--- src/rtl/pipe_stage_reg.sv ---
// Flow-controlled WIDTH-bit pipeline stage register with synchronous flush.
// Define PIPE_STAGE_SKID_EN to add a skid entry so that in_ready comes from a flop.
module pipe_stage_reg #(
  parameter int              WIDTH       = 32,
  parameter logic [WIDTH-1:0] RESET_VALUE = '0
) (
  input  logic             clk,
  input  logic             rst,
  input  logic             in_valid,
  output logic             in_ready,
  input  logic [WIDTH-1:0] in_data,
  output logic             out_valid,
  input  logic             out_ready,
  output logic [WIDTH-1:0] out_data,
  input  logic             flush,
  output logic [1:0]       count
);

  // Handshake: a beat moves on a rising edge when valid & ready are both high;
  // valid never waits on ready, and a held beat keeps its data stable.
  typedef enum logic [1:0] {
    ST_EMPTY = 2'd0,
    ST_BUSY  = 2'd1
`ifdef PIPE_STAGE_SKID_EN
    ,
    ST_FULL  = 2'd2
`endif
  } state_t;

  state_t           state_q, state_d;
  logic [WIDTH-1:0] main_q, main_d;
  logic             out_valid_q, out_valid_d;
  logic             fire_in, fire_out;

`ifdef PIPE_STAGE_SKID_EN
  logic [WIDTH-1:0] skid_q, skid_d;
  logic             in_ready_q, in_ready_d;
  logic [1:0]       count_q, count_d;

  assign in_ready = in_ready_q;
  assign count    = count_q;
`else
  assign in_ready = !out_valid_q | out_ready;
  assign count    = {1'b0, out_valid_q};
`endif

  assign fire_in   = in_valid & in_ready;
  assign fire_out  = out_valid_q & out_ready;
  assign out_valid = out_valid_q;
  assign out_data  = main_q;

  always_comb begin
    state_d = state_q;
    main_d  = main_q;
`ifdef PIPE_STAGE_SKID_EN
    skid_d  = skid_q;
`endif
    if (flush) begin
      // Squash wins; any accepted input beat is dropped without loading data.
      state_d = ST_EMPTY;
    end else begin
      case (state_q)
        ST_EMPTY: begin
          if (fire_in) begin
            main_d  = in_data;
            state_d = ST_BUSY;
          end
        end
        ST_BUSY: begin
          if (fire_in && fire_out) begin
            main_d = in_data;
          end else if (fire_in) begin
`ifdef PIPE_STAGE_SKID_EN
            skid_d  = in_data;
            state_d = ST_FULL;
`endif
          end else if (fire_out) begin
            state_d = ST_EMPTY;
          end
        end
`ifdef PIPE_STAGE_SKID_EN
        ST_FULL: begin
          if (out_ready) begin
            main_d  = skid_q;
            state_d = ST_BUSY;
          end
        end
`endif
        default: state_d = ST_EMPTY;
      endcase
    end

    out_valid_d = (state_d != ST_EMPTY);
`ifdef PIPE_STAGE_SKID_EN
    in_ready_d = (state_d != ST_FULL);
    case (state_d)
      ST_BUSY: count_d = 2'd1;
      ST_FULL: count_d = 2'd2;
      default: count_d = 2'd0;
    endcase
`endif
  end

  always_ff @(posedge clk or posedge rst) begin
    if (rst) begin
      state_q     <= ST_EMPTY;
      main_q      <= RESET_VALUE;
      out_valid_q <= 1'b0;
    end else begin
      state_q     <= state_d;
      main_q      <= main_d;
      out_valid_q <= out_valid_d;
    end
  end

`ifdef PIPE_STAGE_SKID_EN
  always_ff @(posedge clk or posedge rst) begin
    if (rst) begin
      skid_q     <= RESET_VALUE;
      in_ready_q <= 1'b1;
      count_q    <= 2'd0;
    end else begin
      skid_q     <= skid_d;
      in_ready_q <= in_ready_d;
      count_q    <= count_d;
    end
  end
`endif

endmodule

--- config.mk ---
export PLATFORM = sky130hd
export DESIGN_NAME = pipe_stage_reg
export DESIGN_NICKNAME = d
export VERILOG_FILES = /design/src/rtl/pipe_stage_reg.sv
export SDC_FILE = /design/constraint.sdc
export NUM_CORES = 1
export LEC_CHECK = 0
export BUFFER_PORTS_ARGS = -buffer_cell sky130_fd_sc_hd__clkbuf_2
export CAP_MARGIN = 20
export CORE_ASPECT_RATIO = 0.5
export CORE_UTILIZATION = 43
export CTS_CLUSTER_DIAMETER = 30
export CTS_CLUSTER_SIZE = 8
export DETAILED_ROUTE_END_ITERATION = 7
export HOLD_SLACK_MARGIN = 0.12
export PLACE_DENSITY_LB_ADDON = 0.25
export SLEW_MARGIN = 30
export SYNTH_ARGS = -nofsm -noshare
export SYNTH_HDL_FRONTEND = slang
export SYNTH_SLANG_ARGS = --single-unit
--- constraint.sdc ---
create_clock -name clk -period 1.6 [get_ports clk]
set_input_delay 0.08 -clock clk [delete_from_list [all_inputs] [get_ports clk]]
set_output_delay 0.08 -clock clk [all_outputs]
set_load 0.01 [all_outputs]
==> results of run 1 <==
-- logic make-up after synthesis --
group / after synthesis
mux: 32
simple gates: 7
compound gates: 3
buf+inv: 6
flops: 35
other cells: 1
-- power groups by stage --
| stage | registers [mW] | logic, mW | clock network, mW |
|---|---|---|---|
| 3_5_place_dp | 1.19 | 0.579 | 0 |
| 5_1_grt | 1.20 | 0.703 | 0.748 |
| 6_report | 1.18 | 0.646 | 0.694 |
| 2_1_floorplan | 1.28 | 0.215 | 0 |
| 3_3_place_gp | 1.19 | 0.566 | 0 |
| 4_1_cts | 1.17 | 0.644 | 0.710 |
-- stage by stage --
step / worst slack (ns) / utilization [%] / power (mW) / cell area, um^2 / cells
detailed placement: 0.107 / 62.7 / 1.77 / 1740 / 192
floorplan: 0.138 / - / 1.49 / 1360 / 85
global route: 0.0201 / 78.5 / 2.66 / 2180 / 234
finish: 0.107 / 78.5 / 2.52 / 2180 / 234
global placement: 0.165 / 62.7 / 1.75 / 1740 / 192
CTS: 0.100 / 78.5 / 2.53 / 2180 / 234
-- timing repair --
item / CTS / global route
setup buffers: 0 / 0
hold buffers: 34 / 0
endpoints found under the hold margin: 69 / 0
setup endpoints to repair: 0 / 0
-- state kept, by name, summed over array words and instances (netlist names) --
| register | cells |
|---|---|
| state_q | 2 |
| out_data | 32 |
| out_valid | 1 |
-- layer usage --
layer | share of wire, % | GRT usage (%) | vias up
met1 | 42 | 22.9 | 494
li1 | - | - | 507
met2 | 48 | 34.2 | 45
met3 | 8.9 | 8.57 | 5
met4 | 0.83 | 5.36 | 0
met5 | 0 | 0 | -
-- placed cells by master, fill, tap and decap left out, types with 2 or more instances in the layout --
cell type and n:
mux2_2 30, dlygate4sd3_1 34, nor2_1 4, clkbuf_8 7, conb_1 2, buf_4 4, dfrtp_1 35, clkbuf_2 71
mux2_1 2
-- worst reg2reg max path, delay by kind of cell, from the launching register on --
| family | cells | cell delay, ns |
|---|---|---|
| DFF | 1 | 0.43 |
| muxes | 1 | 0.35 |
| buffers and inverters | 1 | 0.23 |
| AOI/OAI and AO/OA | 1 | 0.20 |
| and+or+nand+nor | 1 | 0.17 |
-- final cells by class --
| cell class | instances | area (um^2) |
|---|---|---|
| clock buffer | 8 | 100 |
| timing repair buffer | 109 | 726 |
| inverter | 1 | 3.75 |
| tap | 37 | 46.3 |
| multi-input combinational | 44 | 433 |
| fill | 170 | 597 |
| sequential | 35 | 876 |
-- worst paths after layout --
path / start / endpoint / depth (start not counted)
worst max-delay path: out_valid / out_data[28] / 4
worst min-delay path: flush / out_valid / 4
worst max register to register: out_valid / out_data[28] / 4
worst min register to register: out_data[20] / out_data[20] / 1
max in group asynchronous: rst / out_data[0] / 4
min in group asynchronous: rst / out_data[5] / 4
==> metrics.txt, run 1 <==
status finished clean; initial antenna violation count 0; First-pass DRT Iterations 4; period utilization 93.3%; Worst EP required 1.77 ns; total routed wirelength 3010 um; core area 2780 um^2; RePlAce Congestion 0.751; f_max 0.670 GHz; P per Cell Area 1150 nW/um^2; via count 1051; DRC 0; TritonCTS clock tree built; NumNets Final 233; Flop pwr share 46.8%; largest net degree at the start of global routing 36; yosys warns 0; skew final 0.00335 ns; vias in the first global route 1127; CP max stage delay 0.43 ns; setup TNS 0 ns; CTS max path bufs 2; Hold Path Class input pin to flop; Num CTS Buffers 5; Seq/Total Area, Yosys 64.5%; Async S/R FF share, synth 100%; worst hold slack 0.142 ns; Startpoint Class flop; Via-to-Cell Ratio 4.49; Synth area leaders dfrtp_1 (65%), mux2_2 (25%), buf_6 (2.5%), mux2_1 (1.7%), o211ai_4 (1.6%); Crit-path slowest cell dfrtp_1; endpoints failing setup 0; IO Count 73; Clk pwr share 27.5%; Synth area leader dfrtp_1; post-route minimum period 1.49 ns; max-slew violation count 0; Core Rows 13; TritonCTS Sinks 35; Psw 683 uW; cell chain of the critical path and2_4 > o211ai_4 > buf_4 > mux2_2; CTS resizes 0; Die Area 3400 um^2; chip height 41.7 um; Worst Path Max Fanout 12; fraction of layout cells with a size suffix above 1 57.9%; drt wl/cell 12.9 um; Post-synth EDFFs 0; root buffer cell clkbuf_8; die width 81.5 um; CP Buf/Inv Count 1; CTS clk-pin slew, worst paths 0.07 ns; switching portion of total power 27.1%; share of the synthesized area in the top cell type 64.5%; Top delay family on crit path flip-flops; Gate Count Post-Synth 84; final hold violations 0; simple-gate share of the synthesized area 2.49%; Lkg Pwr 1.10 nW; Synth Area in Adders 0%; diodes inserted 0; internal power 1.84 mW; compound-cell area share of the yosys netlist 2.30%; ys flop type dfrtp_1; synthesized area per cell 16.2 um^2; count leader, synth dfrtp_1; port bufs 71; Worst Setup Path Type flop to flop; mux share of post-synthesis cell area 26.5%; Initial Utilization 48.8%; DR iter-0 viols 31; maximum level of the CTS H-tree 2; IR drop worst, VDD 732 uV; total gr overflow 0; XOR/XNOR Fraction of Synth Area 0%; first-pass GRT wire length 4940 um; gr usage total 20.0%; top cells by count, synth dfrtp_1 (35), mux2_2 (30), nor2_1 (4); r2r setup slk 0.11 ns; cell area after synthesis 1360 um^2; Max Cap Viol 0; register bit total from synthesis 35; synthesis-to-layout area growth 60.9%; RSZ-0062 raised after global routing no; placed wire-length estimate 1830 um; main combinational cell family by area after synthesis multiplexers; Gate power share 25.7%; library cells used by synthesis 14; Setup crit end kind flop; ANT nets after route 0; Arr. time, crit path 1.66 ns; worst skew pair latency 0.28 ns
Power figures use the tool's default switching activity.
==> run 2, diff against run 1 <==
Settings changed: ABC_AREA from default to 1, CORE_UTILIZATION 43 to 45.
==> metrics.txt, run 2 <==
endpoints failing setup 0; Core Rows 14; commonest non-fill, non-tap cell in the layout clkbuf_2; ANT nets after route 0; gr usage total 22.6%; status complete, but fails checks; Arr. time, crit path 1.54 ns; Top delay family on crit path simple AND/OR/NAND/NOR gates; met1 WL 1610 um; WL met3 204 um; Post-synth EDFFs 0; placed insts 269; IR drop worst, VDD 558 uV; Seq/Total Area, Yosys 57.6%; f_max 0.728 GHz; Top Layer Used met4; Via-to-Cell Ratio 4.80; critical path depth 8; Async S/R FF share, synth 100%; Largest register FFs 32; setup TNS 0 ns; CP max stage delay 0.53 ns; CTS clk-pin slew, worst paths 0.07 ns; synthesized area per cell 9.28 um^2; synthesis-to-layout area growth 51.3%; Gate Count Post-Synth 164; worst skew pair latency 0.28 ns; Crit-path slowest cell dlygate4sd3_1; IO Count 73; RSZ-0062 raised after global routing no; Place WS 0.255 ns; most frequent CP cell nand2_1; NumNets Final 307; register bit total from synthesis 35; setup ws final 0.226 ns; core area 3100 um^2; skew final 0.00522 ns; count leader, synth nand2_1; cell area after synthesis 1520 um^2; First-pass DRT Iterations 6; chip height 43.1 um; Num CTS Buffers 5; drt wl/cell 12.1 um; CP Buf/Inv Count 3; most frequent cells in the layout clkbuf_2 (71), nand2_1 (69), dfrtp_1 (35); final core utilization 74.3%; top cells by count, synth nand2_1 (69), dfrtp_1 (35), nand4_1 (32); Max Cap Viol 0; DRC 8; post-route minimum period 1.37 ns; fraction of layout cells with a size suffix above 1 32.8%; largest net degree at the start of global routing 36; cell chain of the critical path dlygate4sd3_1 > clkbuf_2 > inv_1 > nand2_1 > nor2_4 > nand3_4 > nand2_1 > nand2_1; TritonCTS clock tree built; post-route cell area 2300 um^2; period utilization 85.9%; P per Cell Area 1050 nW/um^2; TritonCTS Sinks 35; die width 84.2 um; first-pass GRT wire length 6230 um; placed wire-length estimate 2400 um; yosys warns 0; Synth area leaders dfrtp_1 (58%), nand2_1 (17%), nand4_1 (13%), buf_4 (3.9%), buf_6 (2.2%); Setup crit end kind flop; share of the synthesized area in the top cell type 57.6%; Met2 Wirelength 1930 um; port bufs 71; ys flop type dfrtp_1; maximum level of the CTS H-tree 2; vias in the first global route 1452; initial antenna violation count 0; max-slew violation count 0; total routed wirelength 3770 um; final hold violations 0; root buffer cell clkbuf_8; Worst Path Max Fanout 32; Initial Utilization 49.1%; Hold Path Class input pin to flop; DR iter-0 viols 63; library cells used by synthesis 16; diodes inserted 0; total gr overflow 0; Synth area leader dfrtp_1; Hold Path Depth 4; dpl cell area 1880 um^2; RePlAce Congestion 0.752; Startpoint Class input pin; via count 1493; Worst EP required 1.77 ns; Worst Setup Path Type input pin to flop; CTS max path bufs 2; Total Power 2.41 mW; failing checks design-rule violations; Lkg Pwr 1.29 nW; reg2reg path depth 6; worst hold slack 0.234 ns; Die Area 3630 um^2; fin cells 311
run 2: changes by cell type in the layout (fill, tap and decap cells not counted), sizes merged:
| cell | previous run | this run |
|---|---|---|
| nand2 | 1 | 70 |
| mux2 | 32 | 0 |
| nand4 | 0 | 32 |
| clkinv | 0 | 4 |
| inv | 1 | 5 |
| buf | 4 | 7 |
| clkbuf | 79 | 76 |
| and2 | 1 | 0 |
| nand2b | 1 | 0 |
| nand3 | 0 | 1 |
| nor2 | 4 | 3 |
| o21ai | 1 | 0 |
run 2: final cells by class:
cell class / count / area (um^2)
clock buffer: 5 / 68.8
clock inverter: 3 / 15.0
fill: 254 / 798
inverter: 6 / 22.5
multi-input combinational: 110 / 522
sequential: 35 / 876
tap: 40 / 50.0
timing repair buffer: 112 / 748
run 2: final timing paths:
path / endpoint / slack (ns) / start
setup / recovery: out_data[4] / 0.23 / flush
hold / removal: state_q[0] / 0.23 / out_ready
setup reg to reg: out_data[4] / 0.24 / state_q[0]
hold reg to reg: out_data[15] / 0.47 / out_data[15]
max in group asynchronous: out_data[26] / 0.85 / rst
min in group asynchronous: out_data[9] / 0.45 / rst
run 2: cells by family (layout without fill, tap and decap cells):
family          count (synthesis)  after routing  synth area share, %
buf+inv                        20            126                 8.39
flops                          35             35                 57.6
compound gates                  2              2                0.822
simple gates                  106            106                 33.0
other cells                     1              2                0.246
run 2: power by group:
part           internal (mW)  leakage (nW)  total [mW]  switching [mW]
combinational          0.292         0.800       0.647           0.355
sequential              1.06         0.438        1.16          0.0985
clock                  0.298        0.0477       0.602           0.305
total                   1.65          1.29        2.41           0.758
run 2: per-layer routing:
metal / up-vias / track usage (%)
met5: - / 0
met4: 0 / 6.90
met3: 2 / 6.23
met2: 47 / 41.3
met1: 694 / 26.4
li1: 750 / -
run 2: what timing repair did:
item,in CTS,in global routing
gates resized for setup,0,0
hold buffers,34,0
endpoints found under the hold margin,69,0
setup buffers,0,0
run 2: worst reg2reg max path, cell delays in order (launching register included):
cell	delay, ns
dfrtp_1	0.38
nand2_1	0.09
nand2_1	0.08
nor2_4	0.16
nand3_4	0.30
nand2_1	0.17
nand2_1	0.07
